`src/rtl/op_fwd_pkg.sv`:
```
`default_nettype none
// ============================================================================
// Module      : op_fwd_pkg
// Description : Forwarding-source choice codes and operand-stage state
//               encoding, shared between the operand stage and the hazard
//               arbiter that produces the choice codes.
// Revision    : 1.0 - initial release
// ============================================================================
package op_fwd_pkg;

  // Forwarding-source choice codes
  localparam logic [2:0] FWD_RF      = 3'b000;
  localparam logic [2:0] FWD_EXU     = 3'b001;
  localparam logic [2:0] FWD_WBU     = 3'b010;
  localparam logic [2:0] FWD_MEM_LD  = 3'b011;
  localparam logic [2:0] FWD_MEM_ALU = 3'b100;

  // Operand stage occupancy
  typedef enum logic [1:0] {
    ST_EMPTY = 2'd0,
    ST_WAIT  = 2'd1,
    ST_FULL  = 2'd2
  } fwd_state_t;

  // Codes above the last defined source are reserved
  function automatic logic is_illegal_choice(input logic [2:0] choice);
    return (choice > FWD_MEM_ALU);
  endfunction

endpackage
`default_nettype wire

```
`src/rtl/operand_sel.sv`:
```
`default_nettype none
// ============================================================================
// Module      : operand_sel
// Description : Five-way operand source mux driven by a forwarding choice
//               code. Reserved codes fall back to register-file data and
//               raise o_illegal.
// Revision    : 1.0 - initial release
// ============================================================================
module operand_sel
  import op_fwd_pkg::*;
#(
  parameter int XLEN = 32
) (
  input  logic [2:0]      i_choice,
  input  logic [XLEN-1:0] i_rf_rdata,
  input  logic [XLEN-1:0] i_exu_result,
  input  logic [XLEN-1:0] i_wbu_wdata,
  input  logic [XLEN-1:0] i_mem_rdata,
  input  logic [XLEN-1:0] i_mem_alu_result,
  output logic [XLEN-1:0] o_operand,
  output logic            o_illegal
);

  // Select the operand source; reserved codes read the register file
  always_comb begin
    o_operand = i_rf_rdata;
    o_illegal = is_illegal_choice(i_choice);
    case (i_choice)
      FWD_EXU:     o_operand = i_exu_result;
      FWD_WBU:     o_operand = i_wbu_wdata;
      FWD_MEM_LD:  o_operand = i_mem_rdata;
      FWD_MEM_ALU: o_operand = i_mem_alu_result;
      default:     o_operand = i_rf_rdata;
    endcase
  end

endmodule
`default_nettype wire

```
`src/rtl/operand_fwd_stage.sv`:
```
`default_nettype none
// ============================================================================
// Module      : operand_fwd_stage
// Description : Resolves both source operands of an IDU instruction from the
//               register file or a forwarding path, waits for load data on a
//               load-use hazard, and presents the operands to the EXU with a
//               valid/ready handshake.
// Revision    : 1.0 - initial release
// ============================================================================
module operand_fwd_stage
  import op_fwd_pkg::*;
#(
  parameter int XLEN  = 32,
  parameter int CNT_W = 16
) (
  input  logic             clk,
  input  logic             rst_n,
  input  logic             flush,
  input  logic             in_valid,
  output logic             in_ready,
  input  logic [2:0]       rs1_choice,
  input  logic [2:0]       rs2_choice,
  input  logic [XLEN-1:0]  rf_rdata1,
  input  logic [XLEN-1:0]  rf_rdata2,
  input  logic [XLEN-1:0]  exu_result,
  input  logic [XLEN-1:0]  wbu_wdata,
  input  logic [XLEN-1:0]  mem_alu_result,
  input  logic [XLEN-1:0]  mem_rdata,
  input  logic             mem_rdata_valid,
  output logic             out_valid,
  input  logic             out_ready,
  output logic [XLEN-1:0]  out_src1,
  output logic [XLEN-1:0]  out_src2,
  output logic [CNT_W-1:0] ldu_stall_cnt,
  output logic             illegal_choice
);

  localparam logic [CNT_W-1:0] C_CNT_MAX = {CNT_W{1'b1}};

  fwd_state_t       r_state;
  logic             r_out_valid;
  logic             r_pend1;
  logic             r_pend2;
  logic [XLEN-1:0]  r_src1;
  logic [XLEN-1:0]  r_src2;
  logic [CNT_W-1:0] r_cnt;
  logic             r_illegal;

  logic [XLEN-1:0]  w_sel1;
  logic [XLEN-1:0]  w_sel2;
  logic             w_ill1;
  logic             w_ill2;
  logic             w_in_ready;
  logic             w_accept;
  logic             w_pend1_new;
  logic             w_pend2_new;

  operand_sel #(.XLEN(XLEN)) u_sel_rs1 (
    .i_choice         (rs1_choice),
    .i_rf_rdata       (rf_rdata1),
    .i_exu_result     (exu_result),
    .i_wbu_wdata      (wbu_wdata),
    .i_mem_rdata      (mem_rdata),
    .i_mem_alu_result (mem_alu_result),
    .o_operand        (w_sel1),
    .o_illegal        (w_ill1)
  );

  operand_sel #(.XLEN(XLEN)) u_sel_rs2 (
    .i_choice         (rs2_choice),
    .i_rf_rdata       (rf_rdata2),
    .i_exu_result     (exu_result),
    .i_wbu_wdata      (wbu_wdata),
    .i_mem_rdata      (mem_rdata),
    .i_mem_alu_result (mem_alu_result),
    .o_operand        (w_sel2),
    .o_illegal        (w_ill2)
  );

  // Accept when empty, or when the held result leaves this same cycle
  assign w_in_ready  = ((r_state == ST_EMPTY) ||
                        ((r_state == ST_FULL) && out_ready)) && !flush;
  assign w_accept    = in_valid && w_in_ready;
  // A load-use operand without load data this cycle must wait in WAIT
  assign w_pend1_new = (rs1_choice == FWD_MEM_LD) && !mem_rdata_valid;
  assign w_pend2_new = (rs2_choice == FWD_MEM_LD) && !mem_rdata_valid;

  // Stage FSM: occupancy, operand capture, load-wait counting, sticky error
  always_ff @(posedge clk or negedge rst_n) begin
    if (!rst_n) begin
      r_state     <= ST_EMPTY;
      r_out_valid <= 1'b0;
      r_pend1     <= 1'b0;
      r_pend2     <= 1'b0;
      r_src1      <= '0;
      r_src2      <= '0;
      r_cnt       <= '0;
      r_illegal   <= 1'b0;
    end else if (flush) begin
      r_state     <= ST_EMPTY;
      r_out_valid <= 1'b0;
      r_pend1     <= 1'b0;
      r_pend2     <= 1'b0;
    end else if (w_accept) begin
      if (!w_pend1_new) r_src1 <= w_sel1;
      if (!w_pend2_new) r_src2 <= w_sel2;
      r_pend1 <= w_pend1_new;
      r_pend2 <= w_pend2_new;
      if (w_ill1 || w_ill2) r_illegal <= 1'b1;
      if (w_pend1_new || w_pend2_new) begin
        r_state     <= ST_WAIT;
        r_out_valid <= 1'b0;
      end else begin
        r_state     <= ST_FULL;
        r_out_valid <= 1'b1;
      end
    end else begin
      case (r_state)
        ST_WAIT: begin
          if (mem_rdata_valid) begin
            if (r_pend1) r_src1 <= mem_rdata;
            if (r_pend2) r_src2 <= mem_rdata;
            r_pend1     <= 1'b0;
            r_pend2     <= 1'b0;
            r_state     <= ST_FULL;
            r_out_valid <= 1'b1;
          end else if (r_cnt != C_CNT_MAX) begin
            r_cnt <= r_cnt + 1'b1;
          end
        end
        ST_FULL: begin
          if (out_ready) begin
            r_state     <= ST_EMPTY;
            r_out_valid <= 1'b0;
          end
        end
        ST_EMPTY: begin
          r_state <= ST_EMPTY;
        end
        default: begin
          r_state     <= ST_EMPTY;
          r_out_valid <= 1'b0;
        end
      endcase
    end
  end

  assign in_ready       = w_in_ready;
  assign out_valid      = r_out_valid;
  assign out_src1       = r_src1;
  assign out_src2       = r_src2;
  assign ldu_stall_cnt  = r_cnt;
  assign illegal_choice = r_illegal;

endmodule
`default_nettype wire

```
`config.mk`:
```
export PLATFORM = sky130hd
export DESIGN_NAME = operand_fwd_stage
export DESIGN_NICKNAME = d
export VERILOG_FILES = /design/src/rtl/op_fwd_pkg.sv /design/src/rtl/operand_sel.sv /design/src/rtl/operand_fwd_stage.sv
export SDC_FILE = /design/constraint.sdc
export NUM_CORES = 1
export LEC_CHECK = 0
export ABC_AREA = 0
export BUFFER_PORTS_ARGS = -buffer_cell sky130_fd_sc_hd__buf_4
export CAP_MARGIN = 20
export CORE_MARGIN = 2
export CORE_UTILIZATION = 55
export DETAILED_ROUTE_END_ITERATION = 8
export GPL_ROUTABILITY_DRIVEN = 0
export PLACE_DENSITY = 0.87
export SLEW_MARGIN = 5
export SYNTH_ARGS = -nofsm -noshare
export SYNTH_HDL_FRONTEND = slang
export SYNTH_SLANG_ARGS = --single-unit
```
`constraint.sdc`:
```
create_clock -name clk -period 3.5 [get_ports clk]
set_input_delay 0.7 -clock clk [delete_from_list [all_inputs] [get_ports clk]]
set_output_delay 0.7 -clock clk [all_outputs]
set_load 0.01 [all_outputs]
```
Yosys cells after proc, flatten, opt, wreduce, memory -nomap -nowiden
Index checks and enable logic that the tools add are counted.
{"block": "classes", "bitwise": 3, "n_eq_ne": 16, "order_cmp": 2, "n_reduce_logical": 24, "mux": 30, "n_addsub": 1}
{"operator": "$mux 32", "n": 10}
{"operator": "$pmux 32 s4", "n": 2}
{"operator": "$add 16x1->16 const B", "n": 1}
{"operator": "$ne 16x16->1 const B", "n": 1}
{"operator": "$reduce_and 5->1", "n": 3}
{"operator": "$eq 3x2->1 const B", "n": 4}
{"operator": "$mux 1", "n": 11}
{"operator": "$mux 2", "n": 5}
{"operator": "$ne 4x4->1 const B", "n": 2}
{"operator": "$reduce_bool 2->1", "n": 4}
{"operator": "$eq 3x1->1 const B", "n": 2}
{"operator": "$eq 3x3->1 const B", "n": 2}
{"operator": "$gt 3x3->1 const B", "n": 2}
{"operator": "$reduce_and 3->1", "n": 2}
{"operator": "$reduce_bool 3->1", "n": 2}
{"operator": "$logic_and 1x1->1", "n": 5}
{"operator": "$ne 2x2->1 const B", "n": 2}
{"operator": "$pmux 2 s2", "n": 1}
{"operator": "$reduce_and 2->1", "n": 2}
{"operator": "$logic_or 1x1->1", "n": 3}
{"operator": "$ne 3x3->1 const B", "n": 1}
{"operator": "$not 1->1", "n": 3}
{"operator": "$pmux 1 s3", "n": 1}
{"operator": "$eq 2x1->1 const B", "n": 1}
{"operator": "other kinds (3)", "n": 4}
{"block": "totals", "register_bits": 86}

Logic depth before layout (Yosys ltp)
{"block": "logic_depth", "ltp_word": 7, "ltp_mapped": 7, "mapped_depth_nobuf": 5}

Hierarchy
Synthesis repeated with hierarchy kept, for this count alone.
{"block": "unflattened", "hier_cells": 810, "area_unflattened_um2": 7639.8}
{"mod": "operand_fwd_stage", "instances": 1, "seq_area_each_um2": 2152.1, "cells_each": 320, "area_each_um2": 4649.5}
{"mod": "operand_sel", "instances": 2, "seq_area_each_um2": 0.0, "cells_each": 245, "area_each_um2": 1495.2}

Worst setup path before layout
No wires, ideal clock.
{"block": "synth_path", "path_type": "input to register", "start": "input mem_rdata_valid", "end": "register r_cnt[11], in the netlist ldu_stall_cnt[11]", "path_buffers": 1, "t_arrival_ps": 2096, "slack_ps": 1277, "t_required_ps": 3372, "path_stages": 5, "cell_sequence": "buf_6 > or4b_4 > nor4_4 > nand3_1 > mux2_1"}
{"block": "synth_between", "elab_chain_len": 2}
{"item": "from (decl)", "line": "operand_fwd_stage.sv:29", "text": "input logic mem_rdata_valid,"}
{"item": "$not 1->1 (no source line)"}
{"item": "$reduce_and 5->1 (no source line)"}
{"item": "to (signal assigned)", "line": "operand_fwd_stage.sv:128", "text": "r_cnt <= r_cnt + 1'b1;"}
{"item": "to (decl)", "line": "operand_fwd_stage.sv:46", "text": "logic [CNT_W-1:0] r_cnt;"}
No other way between the ends.
A chain may end at the register's enable or synchronous reset.

Worst setup path in the final report
{"block": "layout_path", "start": "input flush", "end": "output in_ready"}
{"block": "layout_between", "elab_chain_len": 2}
{"item": "from (decl)", "line": "operand_fwd_stage.sv:18", "text": "input logic flush,"}
{"item": "$logic_not 1->1", "line": "operand_fwd_stage.sv:82", "text": "((r_state == ST_FULL) && out_ready)) && !flush;"}
{"item": "$logic_and 1x1->1", "line": "operand_fwd_stage.sv:82"}
{"item": "to (decl)", "line": "operand_fwd_stage.sv:20", "text": "output logic in_ready,"}
No other way between the ends.

==> results.md <==
- Mapped Area: 7910 um^2
- Post-CTS setup buffers: 0
- Leakage Power: 4.55 nW
- Die Span Y: 124 um
- Max FO, Critical Path: 36
- CTS tree: yes
- Hold WC Path Type: in2async
- IO Pins: 287
- Critical path class: in2out
- Max VDD drop: 0.344 mV
- Vias in the first global route: 8,163
- IO buf count: 286
- GRT Residual Overflow: 0
- Setup violation total in the final timing report: 0
- CP Cell Sequence: buf_4, or2_2, nor2_1, buf_4
- Max Clk Rate: 0.393 GHz
- Commonest non-fill, non-tap cell in the layout: buf_4
- Max-Cap Viols: 0
- WL/cell: 22.7 um
- Final min period: 2.54 ns
- Final worst-path cycle share: 0.727
- Sequential element share of the synthesized area: 0.272
- Commonest non-fill, non-tap cells in the layout: 311 x buf_4, 86 x dfrtp_1, 84 x nor3b_1, 70 x a21oi_1, 67 x nor2b_1
- Vias: 8,602
- Initial antenna violation count: 0
- Syn_area_per_cell: 9.05 um^2
- Die width: 124 um
- Post-synth ARST share: 1.00
- Design area: 10,400 um^2
- Post-CTS sizing: 0
- Worst Path Buf+Inv: 2
- Initial cell density of the core: 0.565
- Total track usage: 0.372
- First-pass GRT wire length: 43.8 mm
- Status: finished clean
- Clock root cell: clkbuf_16
- Synthesized Nets: 1,079
- Hold_buf cts: 0
- Drt pass-1 iters: 5
- #FFs+latches synth: 86
- Crit path top cell by count: buf_4
- Req. time, crit path: 2.80 ns
- CP Capture Type: output port
- Clock latency at the later pin of the worst-skew pair: 0.35 ns
- Max-slew headroom: 0.255
- Row cnt: 43
- Main flop type after synthesis: dfrtp_1
- Clk_skew: 0.00474 ns
- Master of the slowest instance on the critical path: or2_2
- Synth warnings: 0
- Die ar.: 15,400 um^2
- CTS clk-pin slew, worst paths: 0.06 ns
- Pins Over Slew Limit: 0
- Largest net degree at the start of global routing: 69
- Least-Margin Pin Slew: 1.11 ns
- Final hold vios: 0
- Arrival time at the worst endpoint: 1.84 ns
- Fin Setup TNS: 0 ns
- Post-Syn Instances: 874
- Post-detailed-routing wire length: 29.2 mm
- Initial DRC count: 882
- Vias per cell: 6.69
- Delay-heaviest family, CP: simple AND/OR/NAND/NOR gates
- Distinct cell type count after synthesis: 51
- NumNets Final: 1,304
- H-tree Lvls: 3
- Worst Setup Start Kind: input pin
- Pwr/cell area: 359 nW/um^2
- RSZ-0062 raised after global routing: false
- Total CTS buffers: 9
- Residual DRC count: 0
- Core ar.: 14,000 um^2
- Area Growth Syn to Fin: 31.6%
- Layout cells sized above 1: 0.425
- Detailed Place HPWL: 20.2 mm
- Number of synthesized flops with an enable pin: 0
- Clock sinks: 86
- Final ANT Viol Nets: 0
- Clk buf depth: 2
- Area post-placement: 10,100 um^2
- CP max stage delay: 0.73 ns
-- where the power goes --
part	switching [W]	internal, W	total [W]	leakage, nW
Clock	0.000448	0.000491	0.000939	0.137
Sequential	0.000145	0.00119	0.00134	1.05
Combinational	0.000683	0.000777	0.00146	3.36
-- final cells by class --
cell class	count	area (um^2)
clock inverters	7	56.3
clock buffers	9	225
fillers	1040	3590
flip-flops and latches	86	2150
repair buffers	313	2370
well taps	180	225
diodes	1	2.50
multi-input cells	687	5360
inverters	2	7.51
-- layer usage --
metal / vias up / part of all wire / track usage
li1: 3833 / - / -
met1: 4115 / 0.39 / 0.486
met2: 547 / 0.47 / 0.569
met3: 107 / 0.10 / 0.0902
met4: 0 / 0.043 / 0.204
met5: - / 0 / 0
-- registers in the layout, indices dropped and copies added (netlist names) --
register and count:
out_src2 32, out_valid 1, r_pend2 1, illegal_choice 1
ldu_stall_cnt 16, r_pend1 1, r_state 2, out_src1 32
-- through the flow --
| step | std cells | total power [W] | util | hold WS, ns | setup WS (ns) |
|---|---|---|---|---|---|
| CTS | 1284 | 0.00373 | 0.743 | 0.390 | 0.955 |
| detailed placement | 1268 | 0.00279 | 0.723 | 0.469 | 0.721 |
| floorplan | 874 | 0.00203 | - | 0.404 | 1.28 |
| global placement | 1268 | 0.00276 | 0.723 | 0.477 | 0.800 |
| global route | 1284 | 0.00391 | 0.743 | 0.416 | 0.900 |
| finish | 1285 | 0.00374 | 0.744 | 0.368 | 0.955 |
-- cell families after synthesis --
family,after synthesis,synth area share
and+or+nand+nor,278,0.252
adders and majority gates,1,0.00158
DFF,86,0.272
muxes,87,0.121
xor gates and xnor gates,13,0.0144
buffers and inverters,101,0.0535
AOI/OAI and AO/OA,308,0.285
-- cell usage after synthesis, types with 9 or more instances --
| master | number | share of area |
|---|---|---|
| o41ai_1 | 32 | 0.035 |
| xor2_1 | 9 | 0.010 |
| o31a_1 | 16 | 0.018 |
| a211o_1 | 13 | 0.014 |
| a21oi_1 | 70 | 0.044 |
| o31ai_1 | 19 | 0.018 |
| a211oi_1 | 32 | 0.030 |
| dfrtp_1 | 86 | 0.27 |
| a21o_1 | 13 | 0.012 |
| or3b_2 | 64 | 0.071 |
| mux2_2 | 66 | 0.094 |
| a2bb2oi_1 | 20 | 0.022 |
| nor2_1 | 9 | 0.0043 |
| nand3_1 | 13 | 0.0082 |
| nor2b_1 | 68 | 0.054 |
| mux2i_1 | 20 | 0.025 |
| a41o_1 | 32 | 0.041 |
| nand2_1 | 9 | 0.0043 |
| o21bai_1 | 32 | 0.030 |
| nor3b_1 | 84 | 0.080 |
| o21ai_0 | 23 | 0.015 |
| clkbuf_1 | 63 | 0.030 |
| buf_2 | 29 | 0.018 |
-- worst reg2reg max path, delay by kind of cell (launching register included) --
family	cells	cell delay, ns
muxes	1	0.27
DFF	1	0.45
and+or+nand+nor	1	0.64
AOI/OAI and AO/OA	2	0.66
-- worst paths after layout --
kind | end | slack, ns | cells past startpoint | startpoint
max in group asynchronous | out_src2[6] | 2.32 | 2 | rst_n
worst max register to register | out_src1[2] | 1.36 | 4 | r_state[0]
worst min register to register | illegal_choice | 0.51 | 1 | illegal_choice
worst max-delay path | in_ready | 0.96 | 4 | flush
min in group clk | illegal_choice | 0.51 | 1 | illegal_choice
worst min-delay path | out_src1[13] | 0.37 | 1 | rst_n
Note: power is estimated with default switching activity, not from simulation.
